$ cat config.mk
export PLATFORM = sky130hd
export DESIGN_NAME = stall_scheduler_flat
export DESIGN_NICKNAME = d
export VERILOG_FILES = /design/src/rtl/stall_pkg.sv /design/src/rtl/stall_scheduler_if.sv /design/src/rtl/stall_scheduler_rr_arbiter.sv /design/src/rtl/stall_scheduler.sv /design/src/flat_wrapper.sv
export SDC_FILE = /design/constraint.sdc
export NUM_CORES = 1
export LEC_CHECK = 0
export BUFFER_PORTS_ARGS = -buffer_cell sky130_fd_sc_hd__buf_2
export CAP_MARGIN = 20
export CORE_ASPECT_RATIO = 1.1
export CORE_MARGIN = 3
export CORE_UTILIZATION = 35
export DETAILED_ROUTE_END_ITERATION = 16
export GPL_TIMING_DRIVEN = 0
export PLACE_DENSITY = 0.68
export SLEW_MARGIN = 20
export SYNTH_ARGS = -nofsm -noshare
export SYNTH_HDL_FRONTEND = slang
export SYNTH_SLANG_ARGS = --single-unit
$ cat constraint.sdc
create_clock -name clk -period 5.5 [get_ports clk]
set_input_delay 0.55 -clock clk [delete_from_list [all_inputs] [get_ports clk]]
set_output_delay 0.55 -clock clk [all_outputs]
set_load 0.01 [all_outputs]
$ cat src/rtl/stall_pkg.sv
// stall_pkg: shared FSM state type and width constants for stall_scheduler.
package stall_pkg;
  typedef enum logic [1:0] {IDLE, STALL, DONE} state_e;
  localparam int CNT_W_DEF = 8;
  localparam int STATS_W = 32;
endpackage

$ cat src/rtl/stall_scheduler_if.sv
// stall_scheduler_if: requester-side bundle; stall_total exists only with STALL_SCHED_STATS_EN.
interface stall_scheduler_if import stall_pkg::*; #(
  parameter int NREQ = 4,
  parameter int CNT_W = CNT_W_DEF
);
  logic [NREQ-1:0] req;
  logic [NREQ*CNT_W-1:0] req_cycles;
  logic [NREQ-1:0] grant;
  logic [NREQ-1:0] done;
  logic pcEn;
  logic busy;
`ifdef STALL_SCHED_STATS_EN
  logic [STATS_W-1:0] stall_total;
  modport master(output req, req_cycles, input grant, done, pcEn, busy, stall_total);
  modport slave(input req, req_cycles, output grant, done, pcEn, busy, stall_total);
`else
  modport master(output req, req_cycles, input grant, done, pcEn, busy);
  modport slave(input req, req_cycles, output grant, done, pcEn, busy);
`endif
endinterface

$ cat src/rtl/stall_scheduler_rr_arbiter.sv
// rr_arbiter: combinational round-robin pick, first set bit upward from ptr_i with wrap.
module rr_arbiter #(
  parameter int NREQ = 4,
  parameter int IW = $clog2(NREQ)
) (
  input  logic [NREQ-1:0] req_i,
  input  logic [IW-1:0]   ptr_i,
  output logic [NREQ-1:0] win_o,
  output logic [IW-1:0]   idx_o,
  output logic            any_o
);
  always_comb begin
    idx_o = '0;
    any_o = |req_i;
    for (int k = NREQ - 1; k >= 0; k--)
      if (req_i[(int'(ptr_i) + k) % NREQ]) idx_o = IW'((int'(ptr_i) + k) % NREQ);
    win_o = any_o ? NREQ'(1) << idx_o : '0;
  end
endmodule

$ cat src/rtl/stall_scheduler.sv
// stall_scheduler: round-robin shared PC-stall sequencer; define STALL_SCHED_STATS_EN for the
// saturating stall_total counter.
module stall_scheduler import stall_pkg::*; #(
  parameter int NREQ = 4,
  parameter int CNT_W = CNT_W_DEF
) (
  input logic clk,
  input logic rst,
  stall_scheduler_if.slave bus
);
  localparam int IW = $clog2(NREQ);
  state_e state_q, state_d;
  logic [CNT_W-1:0] cnt_q, cnt_d, cycles_w;
  logic [IW-1:0] w_q, w_d, ptr_q, ptr_d, win_idx;
  logic [NREQ-1:0] grant_q, grant_d, done_q, done_d, win_oh;
  logic pc_en_q, busy_q, win_any;
  rr_arbiter #(.NREQ(NREQ), .IW(IW)) u_arb (
    .req_i(bus.req), .ptr_i(ptr_q), .win_o(win_oh), .idx_o(win_idx), .any_o(win_any)
  );
  assign cycles_w = bus.req_cycles[int'(win_idx)*CNT_W +: CNT_W];
  // A zero-length grant enters DONE with done_q clear, so its done pulse lands one cycle later.
  always_comb begin
    state_d = state_q;
    cnt_d = cnt_q;
    w_d = w_q;
    ptr_d = ptr_q;
    grant_d = '0;
    done_d = '0;
    case (state_q)
      IDLE: if (win_any) begin
        cnt_d = cycles_w;
        w_d = win_idx;
        grant_d = win_oh;
        state_d = (cycles_w == '0) ? DONE : STALL;
      end
      STALL: begin
        cnt_d = cnt_q - 1'b1;
        state_d = (cnt_q == CNT_W'(1)) ? DONE : STALL;
        done_d = (cnt_q == CNT_W'(1)) ? NREQ'(1) << w_q : '0;
      end
      DONE: begin
        state_d = IDLE;
        ptr_d = (w_q == IW'(NREQ - 1)) ? '0 : w_q + 1'b1;
        done_d = (done_q == '0) ? NREQ'(1) << w_q : '0;
      end
      default: state_d = IDLE;
    endcase
  end
  always_ff @(posedge clk or posedge rst)
    if (rst) begin
      state_q <= IDLE;
      cnt_q <= '0;
      w_q <= '0;
      ptr_q <= '0;
      grant_q <= '0;
      done_q <= '0;
      pc_en_q <= 1'b1;
      busy_q <= 1'b0;
    end else begin
      state_q <= state_d;
      cnt_q <= cnt_d;
      w_q <= w_d;
      ptr_q <= ptr_d;
      grant_q <= grant_d;
      done_q <= done_d;
      pc_en_q <= state_d != STALL;
      busy_q <= state_d != IDLE;
    end
  assign bus.grant = grant_q;
  assign bus.done = done_q;
  assign bus.pcEn = pc_en_q;
  assign bus.busy = busy_q;
`ifdef STALL_SCHED_STATS_EN
  logic [STATS_W-1:0] stats_q;
  always_ff @(posedge clk or posedge rst)
    if (rst) stats_q <= '0;
    else if (!pc_en_q && !(&stats_q)) stats_q <= stats_q + 1'b1;
  assign bus.stall_total = stats_q;
`endif
endmodule

$ cat src/flat_wrapper.sv
// flat-port wrapper written by rule: the top's interface ports become plain ports
module stall_scheduler_flat import stall_pkg::*;
#(
  parameter int NREQ = 4,
  parameter int CNT_W = CNT_W_DEF
)
  (clk, rst, bus_req, bus_req_cycles, bus_grant, bus_done, bus_pcEn, bus_busy);
  stall_scheduler_if #(.NREQ(NREQ), .CNT_W(CNT_W)) bus_i ();
  input logic clk;
  input logic rst;
  input wire logic [$bits(bus_i.req)-1:0] bus_req;
  input wire logic [$bits(bus_i.req_cycles)-1:0] bus_req_cycles;
  output wire logic [$bits(bus_i.grant)-1:0] bus_grant;
  output wire logic [$bits(bus_i.done)-1:0] bus_done;
  output wire logic [$bits(bus_i.pcEn)-1:0] bus_pcEn;
  output wire logic [$bits(bus_i.busy)-1:0] bus_busy;
  assign bus_i.req = bus_req;
  assign bus_i.req_cycles = bus_req_cycles;
  assign bus_grant = bus_i.grant;
  assign bus_done = bus_i.done;
  assign bus_pcEn = bus_i.pcEn;
  assign bus_busy = bus_i.busy;
  stall_scheduler #(.NREQ(NREQ), .CNT_W(CNT_W)) u_core (.clk(clk), .rst(rst), .bus(bus_i));
endmodule
Word-level counts from Yosys, hierarchy flattened
Cells that the tools add are included.
{"block": "word_totals", "wordCells": 67, "output_inout_bits": 10, "input_bits": 38, "reg_bits": 24}
{"block": "op_classes", "n_bitwise": 3, "add_sub_neg": 5, "eq_ne": 6, "reduce_logical": 11, "shifts": 3, "muxes": 27, "magnitude_cmp": 4}
{"cell": "$shiftx 32x6->8", "n": 1}
{"cell": "$mux 2", "n": 8}
{"cell": "$mux 4", "n": 4}
{"cell": "$pmux 8 s2", "n": 1}
{"cell": "$lt 3x4->1 const B", "n": 3}
{"cell": "$bmux 1 s2", "n": 4}
{"cell": "$eq 8x1->1 const B", "n": 1}
{"cell": "$logic_not 8->1", "n": 1}
{"cell": "$mux 8", "n": 1}
{"cell": "$pmux 4 s2", "n": 1}
{"cell": "$shl 1x2->4 const A", "n": 2}
{"cell": "$sub 8x1->8 const B", "n": 1}
{"cell": "$mux 1", "n": 7}
{"cell": "$reduce_or 2->1", "n": 3}
{"cell": "$add 2x1->2 const B", "n": 2}
{"cell": "$add 2x2->2 const B", "n": 2}
{"cell": "$eq 2x2->1 const B", "n": 2}
{"cell": "$logic_not 4->1", "n": 1}
{"cell": "$pmux 2 s2", "n": 1}
{"cell": "$reduce_and 2->1", "n": 2}
{"cell": "$reduce_bool 2->1", "n": 2}
{"cell": "$reduce_or 4->1", "n": 1}
{"cell": "$and 1x1->1 const A", "n": 3}
{"cell": "$lt 2x3->1 const B", "n": 1}
{"cell": "other kinds (4)", "n": 4}

Longest topological paths before layout
{"block": "depth", "word_depth": 16, "ltp_mapped": 11, "mapped_depth_nobuf": 8}

By module
Synthesis repeated with hierarchy kept, for this count alone.
{"block": "hier_totals", "hier_cells": 173, "area_unflattened_um2": 1710.4}
{"module": "stall_scheduler", "area_each_um2": 1498.9, "instances": 1, "seq_area_each_um2": 601.8, "cells_each": 140}
{"module": "rr_arbiter", "area_each_um2": 211.5, "instances": 1, "seq_area_each_um2": 0.0, "cells_each": 33}

Worst setup path before layout
OpenSTA, ideal clock, no wires.
{"block": "synth_timing", "kind": "input port to flip-flop", "startpoint": "in bus_req[0]", "endpoint": "reg u_core.state_q[1]", "required_time_ps": 5425, "arrival_ps": 2333, "setup_ps": 75, "cell_stages": 10, "path_slack_ps": 3092, "n_path_buf": 2, "cell_sequence": "a21o_1 -> a21oi_1 -> o22a_1 -> buf_6 -> buf_8 -> mux2i_1 -> mux2_1 -> nand4_2 -> or4_4 -> o21bai_2"}
{"block": "synth_via", "elab_chain_cells": 12, "word_cells_on_any_way": 21, "cone_classes": "shift: 1; mux: 18; reduce/logical: 2"}
{"element": "start, declared", "line_no": "flat_wrapper.sv:11", "text": "input wire logic [$bits(bus_i.req)-1:0] bus_req;"}
{"element": "$bmux 1 s2", "line_no": "stall_scheduler_rr_arbiter.sv:16", "text": "if (req_i[(int'(ptr_i) + k) % NREQ]) idx_o = IW'((int'(ptr_i) + k) % NREQ);"}
{"element": "$mux 1 (implied by the code) (2 in series)", "line_no": "stall_scheduler_rr_arbiter.sv:16"}
{"element": "$mux 2 (4 in series)", "line_no": "stall_scheduler_rr_arbiter.sv:16"}
{"element": "$shiftx 32x6->8", "line_no": "stall_scheduler.sv:20", "text": "assign cycles_w = bus.req_cycles[int'(win_idx)*CNT_W +: CNT_W];"}
{"element": "$logic_not 8->1", "line_no": "stall_scheduler.sv:34", "text": "state_d = (cycles_w == '0) ? DONE : STALL;"}
{"element": "$mux 2", "line_no": "stall_scheduler.sv:34"}
{"element": "$mux 2 (*)", "line_no": "stall_scheduler.sv:30", "text": "IDLE: if (win_any) begin"}
{"element": "$pmux 2 s2 (*)", "line_no": "stall_scheduler.sv:29", "text": "case (state_q)"}
{"element": "via u_core.state_d[1]", "line_no": "stall_scheduler.sv:12", "text": "state_e state_q, state_d;"}
{"element": "end signal, assigned", "line_no": "stall_scheduler.sv:60", "text": "state_q <= state_d;"}
{"element": "end, declared", "line_no": "stall_scheduler.sv:12"}
The timed path passes the listed nets; every way through them passes the cells marked *. The select of a mux whose other input is x is not followed.
A chain may end at the register's enable or synchronous reset.

Final worst setup path
{"block": "layout_timing", "startpoint": "reg u_core.ptr_q[1]", "endpoint": "reg u_core.pc_en_q, in the netlist u_core.bus.pcEn"}
{"block": "layout_via", "elab_chain_cells": 14, "word_cells_on_any_way": 24, "cone_classes": "add/sub: 3; eq/ne: 1; shift: 1; mux: 18; reduce/logical: 1"}
{"element": "start, declared", "line_no": "stall_scheduler.sv:14", "text": "logic [IW-1:0] w_q, w_d, ptr_q, ptr_d, win_idx;"}
{"element": "start signal, assigned", "line_no": "stall_scheduler.sv:63", "text": "ptr_q <= ptr_d;"}
{"element": "$add 2x2->2", "line_no": "stall_scheduler_rr_arbiter.sv:16"}
{"element": "$bmux 1 s2", "line_no": "stall_scheduler_rr_arbiter.sv:16"}
{"element": "$mux 1 (implied by the code) (2 in series)", "line_no": "stall_scheduler_rr_arbiter.sv:16"}
{"element": "$mux 2 (3 in series)", "line_no": "stall_scheduler_rr_arbiter.sv:16"}
{"element": "$mux 2 (*)", "line_no": "stall_scheduler_rr_arbiter.sv:16"}
{"element": "$shiftx 32x6->8 (*)", "line_no": "stall_scheduler.sv:20"}
{"element": "$logic_not 8->1 (*)", "line_no": "stall_scheduler.sv:34"}
{"element": "$mux 2 (*)", "line_no": "stall_scheduler.sv:34"}
{"element": "$mux 2 (*)", "line_no": "stall_scheduler.sv:30"}
{"element": "$pmux 2 s2 (*)", "line_no": "stall_scheduler.sv:29"}
{"element": "$ne 2x1->1 (*)", "line_no": "stall_scheduler.sv:66", "text": "pc_en_q <= state_d != STALL;"}
{"element": "end signal, assigned", "line_no": "stall_scheduler.sv:57", "text": "pc_en_q <= 1'b1;"}
{"element": "end signal, assigned", "line_no": "stall_scheduler.sv:66"}
{"element": "end, declared", "line_no": "stall_scheduler.sv:16", "text": "logic pc_en_q, busy_q, win_any;"}
Every way passes the cells marked *; elsewhere a longest branch is shown, timed or not. The select of a mux whose other input is x is not followed.

==> impl_metrics.py <==
metrics = {
    "place": {
        "dp_hpwl_um": 2877,
        "gp_congestion": 0.8023,
        "dpl.cell_count": 264,
        "portBuffers": 47,
        "place_area_mm2": 0.001897,
    },
    "global_routing": {
        "grt_max_degree": 25,
        "grt_usage_pct": 13.71,
        "grt_pass1_vias": 1402,
        "antenna_found_initial": 0,
        "grt_pass1_wl_um": 6127,
        "gr-total-overflow": 0,
    },
    "final_layout": {
        "nets": 262,
        "postLayoutCellArea_mm2": 0.001968,
        "synthToLayoutAreaGrowth_pct": 23.47,
        "layout_commonest_cell": "buf_2",
        "n_fill_cell": 439,
        "stdcell_count": 268,
        "mostFrequentLayoutCells": "buf_2, dfrtp_1, mux2i_1",
        "diodes": 0,
        "drive_gt1_share_pct": 33.18,
    },
    "pwr": {
        "combPwrFrac_pct": 37.5,
        "internal_power_uw": 436.9,
        "p_sw_uw": 237.0,
        "seqPwrFrac_pct": 39.6,
        "clockPowerShare_pct": 23.0,
        "peakVddDrop_mv": 0.1459,
        "leakage_uw": 0.0009221,
        "p_per_area_mw_per_mm2": 342.4,
        "p_sw_share_pct": 35.16,
    },
    "clock_tree": {
        "cts_resized": 0,
        "ctsHoldBuffers": 0,
        "cts.path.max_buffers": 2,
        "numClockSinks": 24,
        "insertion_delay_ps": 270,
        "cts_tree": "yes",
        "cts_inserted_buffers": 3,
        "h-tree-depth": 1,
        "path_clk_slew_ps": 90,
        "clockRootBuffer": "clkbuf_8",
        "cts_setup_buffers": 0,
    },
    "yosys": {
        "synth_edf_count": 0,
        "synth_seq_cells": 24,
        "synthArstFlopShare_pct": 100.0,
        "synthDistinctLibCells": 43,
        "synth-simple-area-share_pct": 13.97,
        "synthFlopType": "dfrtp_1",
        "synthXorXnorAreaFrac_pct": 0,
        "syn_nets": 210,
        "synth.avg_cell_area_um2": 9.779,
        "synth_compound_area_share_pct": 18.76,
        "synth_top_family_by_area": "compound AO/OA/AOI/OAI gates",
        "muxShareOfSynthArea_pct": 16.33,
        "synth-adder-area-share_pct": 7.064,
        "ys_seq_area_share_pct": 37.76,
        "syn_inst": 163,
        "ys.warnings.count": 0,
        "syn-cell-area_mm2": 0.001594,
    },
    "floorplan": {
        "die_w_um": 70.35,
        "initial_core_util_pct": 36.66,
        "fp.dieH_um": 76.78,
        "core_mm2": 0.004348,
        "die-area_mm2": 0.005401,
        "rows": 25,
        "io_pins": 48,
    },
    "sta": {
        "hold_violations": 0,
        "finalSetupTns_ps": 0,
        "fmax_mhz": 386.7,
        "rsz0062_at_grt": "false",
        "tightestPinTransition_ps": 911.1,
        "drv_slew": 0,
        "finalSetupViolations": 0,
        "fin_crit_ps": 2586,
        "fin_crit_sh_pct": 47.02,
        "fin_skew_ps": 8.571,
        "slew_headroom_pct": 39.19,
    },
    "drt": {
        "vias": 1382,
        "firstDrtPassIters": 4,
        "drt-vias-per-instance": 5.157,
        "drc": 0,
        "drt-initial-drc-count": 60,
        "detail-route-antenna-nets": 0,
        "routedWlPerCell_um": 13.31,
        "wirelength_um": 3566,
    },
    "critical_path": {
        "worst_setup_path_end_kind": "flop",
        "start_kind": "flop",
        "critical_path_class": "flop to flop",
        "max_stage_delay_ps": 550,
        "path_cells": "buf_4, a21o_1, a21oi_1, o22a_1, buf_6, buf_8, mux2i_1, mux2_1, nand4_2, or4_4, o21ai_2",
        "crit_path_top_delay_cell": "or4_4",
        "arrival_ps": 2790,
        "worstPathRequired_ps": 5700,
        "crit_fanout": 10,
    },
    "status": {
        "outcome": "finished clean",
    },
    "hold_path": {
        "hold_path.class": "primary input to async pin",
    },
    "run": {
        "cap_violations": 0,
    },
}
-- worst paths after layout --
check / startpoint / cells after the start / slack (ps) / to
max: u_core.ptr_q[1] / 11 / 2910 / u_core.bus.pcEn
min: rst / 2 / 460 / u_core.cnt_q[5]
max reg2reg: u_core.ptr_q[1] / 11 / 2910 / u_core.bus.pcEn
min reg2reg: u_core.cnt_q[6] / 1 / 520 / u_core.cnt_q[6]
max in group asynchronous: rst / 2 / 4480 / u_core.cnt_q[0]
min in group clk: u_core.cnt_q[6] / 1 / 520 / u_core.cnt_q[6]
-- per-stage QoR --
stage / power, uW / setup slack (ps) / util, % / hold slack, ps
final: 673.9 / 2914 / 45.27 / 464.6
after global routing: 726.9 / 2746 / 45.27 / 530.1
after CTS: 680.1 / 2897 / 45.27 / 500.2
after detailed placement: 523.5 / 2725 / 43.63 / 511.5
after global placement: 519.2 / 2749 / 43.63 / 513.0
after floorplan: 448.8 / 3092 / - / 483.4
-- per-layer routing --
layer	up-vias	share of wire, %	global-route usage, %
met3	5	5.6	3.145
met1	641	43	16.23
met4	0	0.95	2.874
li1	700	-	-
met2	36	51	24.91
met5	-	0	0
-- synthesized netlist by cell type, drive strengths merged, types with 3 or more instances --
cell | count | area share, %
dfrtp | 23 | 36
mux2i | 17 | 11
o21ai | 13 | 4.3
inv | 12 | 2.8
a21oi | 11 | 3.5
ha | 9 | 7.1
nand2 | 9 | 2.1
nor2 | 9 | 2.3
mux2 | 8 | 5.7
nor3 | 6 | 1.9
nor4 | 5 | 2.0
and2 | 4 | 1.6
buf | 4 | 2.6
a21boi | 3 | 1.4
a31oi | 3 | 1.2
o22a | 3 | 1.6
-- flip-flops by register name (all words and copies together), names as in the netlist --
| signal | count |
|---|---|
| u_core.cnt_q | 8 |
| u_core.bus.done | 4 |
| u_core.bus.grant | 4 |
| u_core.ptr_q | 2 |
| u_core.state_q | 2 |
| u_core.w_q | 2 |
| u_core.bus.busy | 1 |
| u_core.bus.pcEn | 1 |
-- cells by family after synthesis --
| family | Yosys count |
|---|---|
| AO/OA/AOI/OAI | 45 |
| AND/OR/NAND/NOR | 41 |
| multiplexers | 25 |
| buffers and inverters | 19 |
| flip-flops | 24 |
| adder cells (fa/ha/maj) | 9 |
-- layout make-up --
type | count | area [um^2] | area share, %
inverters | 13 | 48.80 | 2.479
clock inverters | 1 | 30.03 | 1.526
clock buffers | 3 | 41.29 | 2.098
well taps | 54 | 67.56 | 3.433
multi-input cells | 120 | 894.6 | 45.45
repair buffers | 47 | 235.2 | 11.95
plain buffers | 6 | 48.80 | 2.479
flip-flops and latches | 24 | 601.8 | 30.58
-- worst max-delay path: cells and delay by family (launching register included) --
kind,cells,cell delay (ps)
buf+inv,3,480
simple gates,2,650
compound gates,4,670
flops,1,370
mux,2,350
-- power by group through the flow --
stage / Sequential, uW / Combinational [uW] / Clock, uW
after floorplan: 265 / 184 / 0
after global placement: 269 / 250 / 0
after detailed placement: 269 / 254 / 0
after CTS: 267 / 255 / 159
after global routing: 276 / 286 / 166
final: 267 / 253 / 155
No activity file was read; power rests on OpenSTA's default activity.
